==> src/rtl/cache_types.sv <==
// Shared cache/memory types: line and word types, responder FSM states,
// and the default number of 16-bit beats per line.
package cache_types;

    localparam int LINE_WORDS_DEFAULT = 8;
    localparam int WORD_W             = 16;

    typedef logic [WORD_W-1:0]                    word_t;
    typedef logic [WORD_W*LINE_WORDS_DEFAULT-1:0] line_t;

    typedef enum logic [1:0] {
        IDLE,
        RD_BURST,
        WR_BURST,
        RESPOND
    } state_t;

endpackage

==> src/rtl/pmem_beat_ctr.sv <==
// Beat counter for line bursts: synchronous clear, increment on accepted beat,
// wraps to zero after the final beat, flags the final beat.
module pmem_beat_ctr
    import cache_types::*;
#(
    parameter int LINE_WORDS = LINE_WORDS_DEFAULT,
    parameter int BW         = $clog2(LINE_WORDS)
) (
    input  logic          clk,
    input  logic          rst_n,
    input  logic          clr,
    input  logic          inc,
    output logic [BW-1:0] beat,
    output logic          last
);

    assign last = (beat == BW'(LINE_WORDS - 1));

    always_ff @(posedge clk or negedge rst_n) begin
        if (!rst_n) begin
            beat <= '0;
        end else if (clr || (inc && last)) begin
            beat <= '0;
        end else if (inc) begin
            beat <= beat + 1'b1;
        end
    end

endmodule

==> src/rtl/pmem_responder.sv <==
// Cache line <-> 16-bit beat memory bridge. Optional PMEM_POSTED_WRITE_EN
// acknowledges writes right after acceptance and drains the burst in background.
module pmem_responder
    import cache_types::*;
#(
    parameter int LINE_WORDS = LINE_WORDS_DEFAULT,
    parameter int ADDR_W     = 16
) (
    input  logic                         clk,
    input  logic                         rst_n,
    input  logic                         pmem_read,
    input  logic                         pmem_write,
    input  logic [ADDR_W-1:0]            pmem_address,
    input  logic [WORD_W*LINE_WORDS-1:0] pmem_wdata,
    output logic [WORD_W*LINE_WORDS-1:0] pmem_rdata,
    output logic                         pmem_resp,
    output logic [ADDR_W-1:0]            mem_addr,
    output logic                         mem_rd,
    output logic                         mem_wr,
    output logic [WORD_W-1:0]            mem_wdata,
    input  logic [WORD_W-1:0]            mem_rdata,
    input  logic                         mem_ready
);

    localparam int BW     = $clog2(LINE_WORDS);
    localparam int LINE_W = WORD_W * LINE_WORDS;

    state_t              state, state_nxt;
    logic [ADDR_W-5:0]   line_q;
    logic [LINE_W-1:0]   wline_q;
    logic [LINE_W-1:0]   rline_q;
    logic [BW-1:0]       beat;
    logic                beat_last;
    logic                beat_clr;
    logic                beat_inc;
    logic                accept;
    logic                addr_lsb_unused;

    // Byte offset within a line carries no information for whole-line transfers.
    assign addr_lsb_unused = ^pmem_address[3:0];

    pmem_beat_ctr #(
        .LINE_WORDS (LINE_WORDS),
        .BW         (BW)
    ) u_beat_ctr (
        .clk   (clk),
        .rst_n (rst_n),
        .clr   (beat_clr),
        .inc   (beat_inc),
        .beat  (beat),
        .last  (beat_last)
    );

    always_comb begin
        state_nxt = state;
        beat_clr  = 1'b0;
        beat_inc  = 1'b0;
        accept    = 1'b0;
        case (state)
            IDLE: begin
                if (pmem_write) begin
                    state_nxt = WR_BURST;
                    beat_clr  = 1'b1;
                    accept    = 1'b1;
                end else if (pmem_read) begin
                    state_nxt = RD_BURST;
                    beat_clr  = 1'b1;
                    accept    = 1'b1;
                end
            end
            RD_BURST: begin
                if (mem_ready) begin
                    beat_inc = 1'b1;
                    if (beat_last) state_nxt = RESPOND;
                end
            end
            WR_BURST: begin
                if (mem_ready) begin
                    beat_inc = 1'b1;
`ifdef PMEM_POSTED_WRITE_EN
                    if (beat_last) state_nxt = IDLE;
`else
                    if (beat_last) state_nxt = RESPOND;
`endif
                end
            end
            RESPOND: state_nxt = IDLE;
            default: state_nxt = IDLE;
        endcase
    end

    always_ff @(posedge clk or negedge rst_n) begin
        if (!rst_n) begin
            state   <= IDLE;
            line_q  <= '0;
            wline_q <= '0;
            rline_q <= '0;
        end else begin
            state <= state_nxt;
            if (accept) begin
                line_q <= pmem_address[ADDR_W-1:4];
                if (pmem_write) wline_q <= pmem_wdata;
            end
            if (state == RD_BURST && mem_ready) begin
                rline_q[WORD_W*beat +: WORD_W] <= mem_rdata;
            end
        end
    end

`ifdef PMEM_POSTED_WRITE_EN
    // Write acknowledge fires in the first drain cycle, independent of the burst.
    logic posted_resp_q;

    always_ff @(posedge clk or negedge rst_n) begin
        if (!rst_n) posted_resp_q <= 1'b0;
        else        posted_resp_q <= accept && pmem_write;
    end

    assign pmem_resp = (state == RESPOND) || posted_resp_q;
`else
    assign pmem_resp = (state == RESPOND);
`endif

    assign pmem_rdata = rline_q;
    assign mem_rd     = (state == RD_BURST);
    assign mem_wr     = (state == WR_BURST);
    assign mem_addr   = {line_q, beat, 1'b0};
    assign mem_wdata  = wline_q[WORD_W*beat +: WORD_W];

endmodule

==> config.mk <==
export PLATFORM = sky130hd
export DESIGN_NAME = pmem_responder
export DESIGN_NICKNAME = d
export VERILOG_FILES = /design/src/rtl/cache_types.sv /design/src/rtl/pmem_beat_ctr.sv /design/src/rtl/pmem_responder.sv
export SDC_FILE = /design/constraint.sdc
export NUM_CORES = 1
export LEC_CHECK = 0
export BUFFER_PORTS_ARGS = -buffer_cell sky130_fd_sc_hd__buf_4
export CAP_MARGIN = 20
export CELL_PAD_IN_SITES_DETAIL_PLACEMENT = 0
export CELL_PAD_IN_SITES_GLOBAL_PLACEMENT = 2
export CORE_MARGIN = 8
export CORE_UTILIZATION = 35
export CTS_CLUSTER_DIAMETER = 60
export DETAILED_ROUTE_END_ITERATION = 7
export GPL_TIMING_DRIVEN = 0
export HOLD_SLACK_MARGIN = 0.08
export PLACE_DENSITY = 0.82
export SKIP_CTS_REPAIR_TIMING = 1
export SLEW_MARGIN = 20
export SYNTH_ARGS = -nofsm -noshare
export SYNTH_HDL_FRONTEND = slang
export SYNTH_SLANG_ARGS = --single-unit
==> constraint.sdc <==
create_clock -name clk -period 3.9 [get_ports clk]
set_clock_uncertainty 0.05 [all_clocks]
set_input_delay 0.78 -clock clk [delete_from_list [all_inputs] [get_ports clk]]
set_output_delay 0.78 -clock clk [all_outputs]
set_load 0.005 [all_outputs]
[After elaboration in Yosys (flattened, before gate mapping)]
Index checks and enable logic that the tools add are counted.
Storage, ports and cells
  flip-flop bits (word level): 273
  input bits: 165
  output and inout bits: 163
  logic and storage cells: 38
Cells by class
  add/sub/neg operators: 2
  equal/unequal tests: 7
  shifts and indexed selects: 3
  multiplexer cells: 13
  reductions and logical operators: 8
Operators by type and width (number)
  $bwmux 128: 1
  $shift 16x34->128 const A: 1
  $shiftx 128x8->16: 1
  $shiftx 16x34->128: 1
  $neg 7->34: 1
  $mux 2: 4
  $mux 3: 2
  $pmux 2 s3: 1
  $mux 1: 5
  $eq 2x2->1 const B: 2
  $ne 2x1->1 const B: 2
  $add 3x1->3 const B: 1
  $eq 3x3->1 const B: 1
  $ne 3x3->1 const B: 1
  $reduce_and 3->1: 1
  $eq 2x1->1 const B: 1
  $logic_and 1x1->1: 2
  $logic_not 2->1: 1
  $reduce_and 2->1: 1
  $reduce_bool 2->1: 1
  $reduce_or 2->1: 1
  $logic_or 1x1->1: 1

[Logic depth before layout (Yosys ltp)]
  depth after elaboration: 6
  depth in mapped cells: 12
  depth with buffers taken out: 6

[Cells and area by module]
Synthesis repeated with hierarchy kept, for this count alone.
Unflattened totals
  cells, all modules: 743
  area total of the unflattened synthesis: 11631.2 µm²
Modules (own cells, without submodules)
  pmem_responder: instances 1, cells an instance 731, area an instance 11476.0 µm², seq. area each 6756.5 µm²
  pmem_beat_ctr: instances 1, cells an instance 12, area an instance 155.1 µm², seq. area each 75.1 µm²

[Least setup slack after synthesis]
No wires, ideal clock.
  path kind: register to register
  start: reg u_beat_ctr.beat[0]
  end: reg rline_q[102], in the netlist pmem_rdata[102]
  setup time: 125 ps
  data arrival time: 2860 ps
  required time: 3725 ps
  setup slack: 865 ps
  stages on the path, launching flop included: 12
  buffers on the path: 5
  period minus slack after synthesis: 3035 ps
  cells stage by stage: dfrtp_1 buf_2 buf_4 inv_1 clkbuf_1 ha_1 ha_1 buf_4 nand4b_1 nor4_2 buf_4 mux2_2
Between the ends
  longest elaborated chain between the ends: 3
  elaborated cells between the ends (all ways): 4
  those cells by class: add/sub: 1; shift: 2; mux: 1
RTL lines
  from (decl): RTL line pmem_beat_ctr.sv:13  | output logic [BW-1:0] beat,
  from (signal assigned): RTL line pmem_beat_ctr.sv:25  | beat <= beat + 1'b1;
  $neg 7->34 *: RTL line pmem_responder.sv:105  | rline_q[WORD_W*beat +: WORD_W] <= mem_rdata;
  $shiftx 16x34->128 / $shift 16x34->128 (equally long branches): RTL line pmem_responder.sv:105
  $bwmux 128 *: RTL line pmem_responder.sv:105
  to (signal, indexed assignment): RTL line pmem_responder.sv:105
  to (decl): RTL line pmem_responder.sv:31  | logic [LINE_W-1:0] rline_q;
Mark *: on every way between the ends. The rest lies on a longest branch, timed or not.
A chain may end at the register's enable or synchronous reset.

[Worst setup path after layout]
  start: reg u_beat_ctr.beat[1]
  end: reg rline_q[42], in the netlist pmem_rdata[42]
Same word-level chain as after synthesis.

==> impl_metrics.csv <==
group,metric,value,unit
run_status,status,"finished, final reports clean",
place,gp_congestion,0.769,
critical_path,rr_worst_depth,11,
critical_path,critical_path_class,"flop to flop",
critical_path,crit_cells,11,
synthesis,netlist_instances,826,
synthesis,seq_area_frac_synth,0.570,
cts,clkLatencyLatePin,0.48,ns
sta,max_slew_margin,0.387,
worst_hold_path,worstHoldPathType,"input port to async pin",
cts,cts.sinks,273,
route,firstDrtPassIters,4,
place,io_buffers,321,
critical_path,reg2reg_to,"pmem_rdata[42]",
route,top_layer,"met5",
critical_path,crit_start,"u_beat_ctr.beat[1]",
cts,clk_pin_slew,0.06,ns
route,drtIter0Drc,286,
synthesis,synth.distinct_cells,35,
synthesis,syn-cell-area,12000,um^2
global_route,grt_max_degree,78,
critical_path,cp_top_family,"buffers and inverters",
layout,nets,1365,
cts,cts_root_buf,"clkbuf_16",
global_route,grt_pass1_vias,8879,
critical_path,end_kind,"flop",
floorplanning,dieArea,40400,um^2
synthesis,synth_nets,1001,
cts,tritoncts,"done",
cts,ctsLongestPathBuffers,3,
sta,finalCriticalPeriod,3.64,ns
place,dpl_cell_area,15000,um^2
global_route,overflow,0,
sta,rsz0062_at_grt,"no",
layout,postLayoutCellArea,16300,um^2
sta,fin_ws,0.259,ns
sta,slew_viol_final,0,
route,drt-total-wl,37200,um
global_route,antenna_found_initial,1,
sta,setup_tns,0,ns
route,met1_length,15500,um
critical_path,crit_required,4.23,ns
power_and_ir_drop,power_density,736,nW/um^2
power_and_ir_drop,p_leak,7.90,nW
route,wl_met3,3430,um
critical_path,worstPathCellList,"buf_4, clkinv_1, clkbuf_1, ha_1, ha_1, buf_4, nand4b_4, or4b_1, buf_2, buf_6, mux2_4",
floorplanning,core_area,33600,um^2
cts,cts_buffers,34,
critical_path,start_kind,"flop",
route,dr_wl_met2,17400,um
critical_path,critPathMaxStageDelay,0.49,ns
route,ant_nets,0,
place,dpl.hpwl,28300,um
synthesis,ys.flop_type,"dfrtp_1",
layout,diodes,0,
sta,fmax,275,MHz
global_route,grt_usage,0.182,
place,dpl_worst_slack,-0.210,ns
floorplanning,die_w,201,um
floorplanning,die_h,201,um
synthesis,synth_edf_count,0,
floorplanning,fp-row-count,67,
layout,drive_gt1_frac,0.577,
critical_path,endpoint,"pmem_rdata[42]",
synthesis,synth_warnings,0,
route,route.detailed.drc,0,
critical_path,ff2ff_setup_slack,0.26,ns
layout,area_delta_synth_final,35.8,%
sta,post-route-period-util,0.934,
critical_path,regToRegStartpoint,"u_beat_ctr.beat[1]",
synthesis,synthArstFlopShare,1.00,
critical_path,cp.arrival,3.97,ns
floorplanning,start_util,0.356,
critical_path,slowest_stage,"or4b_1",
cts,htreeDepth,2,
route,viasPerCell,4.81,
synthesis,ys_seq_elements,273,
global_route,grt_pass1_wl,56700,um
route,vias,7992,
synthesis,synth_area_per_cell,14.5,um^2
floorplanning,ios,328,
critical_path,path_max_fanout,10,
power_and_ir_drop,ir_drop,0.364,mV
route,wire_per_inst,22.4,um
sta,hold_viol,0,
sta,worstMarginPinSlew,0.919,ns
sta,setup_viol,0,
critical_path,path_buf_inv,6,
job,max_cap_violations,0,
layer usage:
metal | GRT usage | vias up
met1 | 0.223 | 4025
met3 | 0.0715 | 52
met5 | 0 | -
met4 | 0.0439 | 2
li1 | - | 3627
met2 | 0.297 | 286
layout by cell type, fill, tap and decap left out, drive strengths merged:
| master | synthesis | final |
|---|---|---|
| and2 | 37 | 37 |
| nand2 | 77 | 77 |
| and3 | 4 | 4 |
| clkbuf | 24 | 66 |
| nor4b | 1 | 1 |
| or4b | 1 | 1 |
| mux2 | 253 | 253 |
| clkinvlp | 0 | 1 |
| o21ai | 1 | 1 |
| mux4 | 32 | 32 |
| nand4b | 4 | 4 |
| nor2b | 18 | 18 |
| nor2 | 6 | 6 |
| buf | 26 | 354 |
| nor4bb | 1 | 1 |
| ha | 10 | 10 |
| a21oi | 2 | 2 |
| clkinv | 1 | 8 |
| and3b | 3 | 3 |
| nand2b | 2 | 2 |
| nor4 | 5 | 5 |
| or4 | 2 | 2 |
| inv | 22 | 26 |
| bufinv | 0 | 4 |
| nand4 | 1 | 1 |
| mux2i | 18 | 18 |
| conb | 1 | 1 |
| a22oi | 1 | 1 |
| dfrtp | 273 | 273 |
Yosys cell counts (6+ instances only):
library cell / n / share of area
dfrtp_1: 273 / 0.57
mux2_2: 243 / 0.23
nand2_1: 77 / 0.024
and2_1: 37 / 0.019
mux4_2: 32 / 0.060
clkbuf_1: 24 / 0.0075
inv_1: 22 / 0.0069
mux2i_1: 18 / 0.015
nor2b_1: 18 / 0.0094
buf_2: 13 / 0.0054
ha_1: 10 / 0.010
mux2_4: 10 / 0.013
buf_4: 6 / 0.0038
how the worst min path moves through the flow:
stage            startpoint              to  cells past startpoint
2_1_floorplan  wline_q[100]    wline_q[100]                      1
3_3_place_gp    wline_q[19]     wline_q[19]                      1
3_5_place_dp   wline_q[127]    wline_q[127]                      1
4_1_cts               rst_n  pmem_rdata[10]                      1
5_1_grt               rst_n  pmem_rdata[10]                      1
6_report              rst_n  pmem_rdata[10]                      1
stage by stage:
stage	instances	hold slack [ns]	power [mW]	utilization
floorplan	826	0.424	6.88	-
global placement	1595	0.433	8.76	0.445
detailed placement	1598	0.439	8.86	0.447
CTS	1656	0.138	12.1	0.482
global route	1660	0.154	12.7	0.484
finish	1660	0.146	12.0	0.484
power breakdown:
part / internal, mW / leakage, nW / switching, mW / total, mW
sequential: 3.85 / 3.40 / 0.537 / 4.39
clock: 2.01 / 0.574 / 1.22 / 3.23
combinational: 2.42 / 3.93 / 1.94 / 4.36
total: 8.28 / 7.90 / 3.70 / 12.0
state kept, by name, summed over array words and instances, names as in the netlist:
name,cells
line_q,12
u_beat_ctr.beat,3
wline_q,128
pmem_rdata,128
state,2
cell type report:
class | count | area (um^2)
Timing Repair Buffer | 329 | 2540
Tap cell | 448 | 561
Inverter | 23 | 86.3
Clock inverter | 16 | 208
Clock buffer | 42 | 952
Fill cell | 3010 | 17300
Sequential cell | 273 | 6830
Multi-Input combinational cell | 480 | 4840
Buffer | 49 | 248
kinds of logic after synthesis:
group | count (synthesis) | share of synthesized area
compound gates | 4 | 0.00188
fa+ha+maj | 10 | 0.0104
buf+inv | 73 | 0.0280
flops | 273 | 0.570
mux | 303 | 0.316
other cells | 1 | 0.000313
simple gates | 162 | 0.0730
worst reg2reg max path: stages (launching register included):
cell,delay [ns]
dfrtp_1,0.37
buf_4,0.22
clkinv_1,0.33
clkbuf_1,0.43
ha_1,0.33
ha_1,0.27
buf_4,0.20
nand4b_4,0.17
or4b_1,0.49
buf_2,0.20
buf_6,0.18
mux2_4,0.30
(Power assumes the default switching activity.)
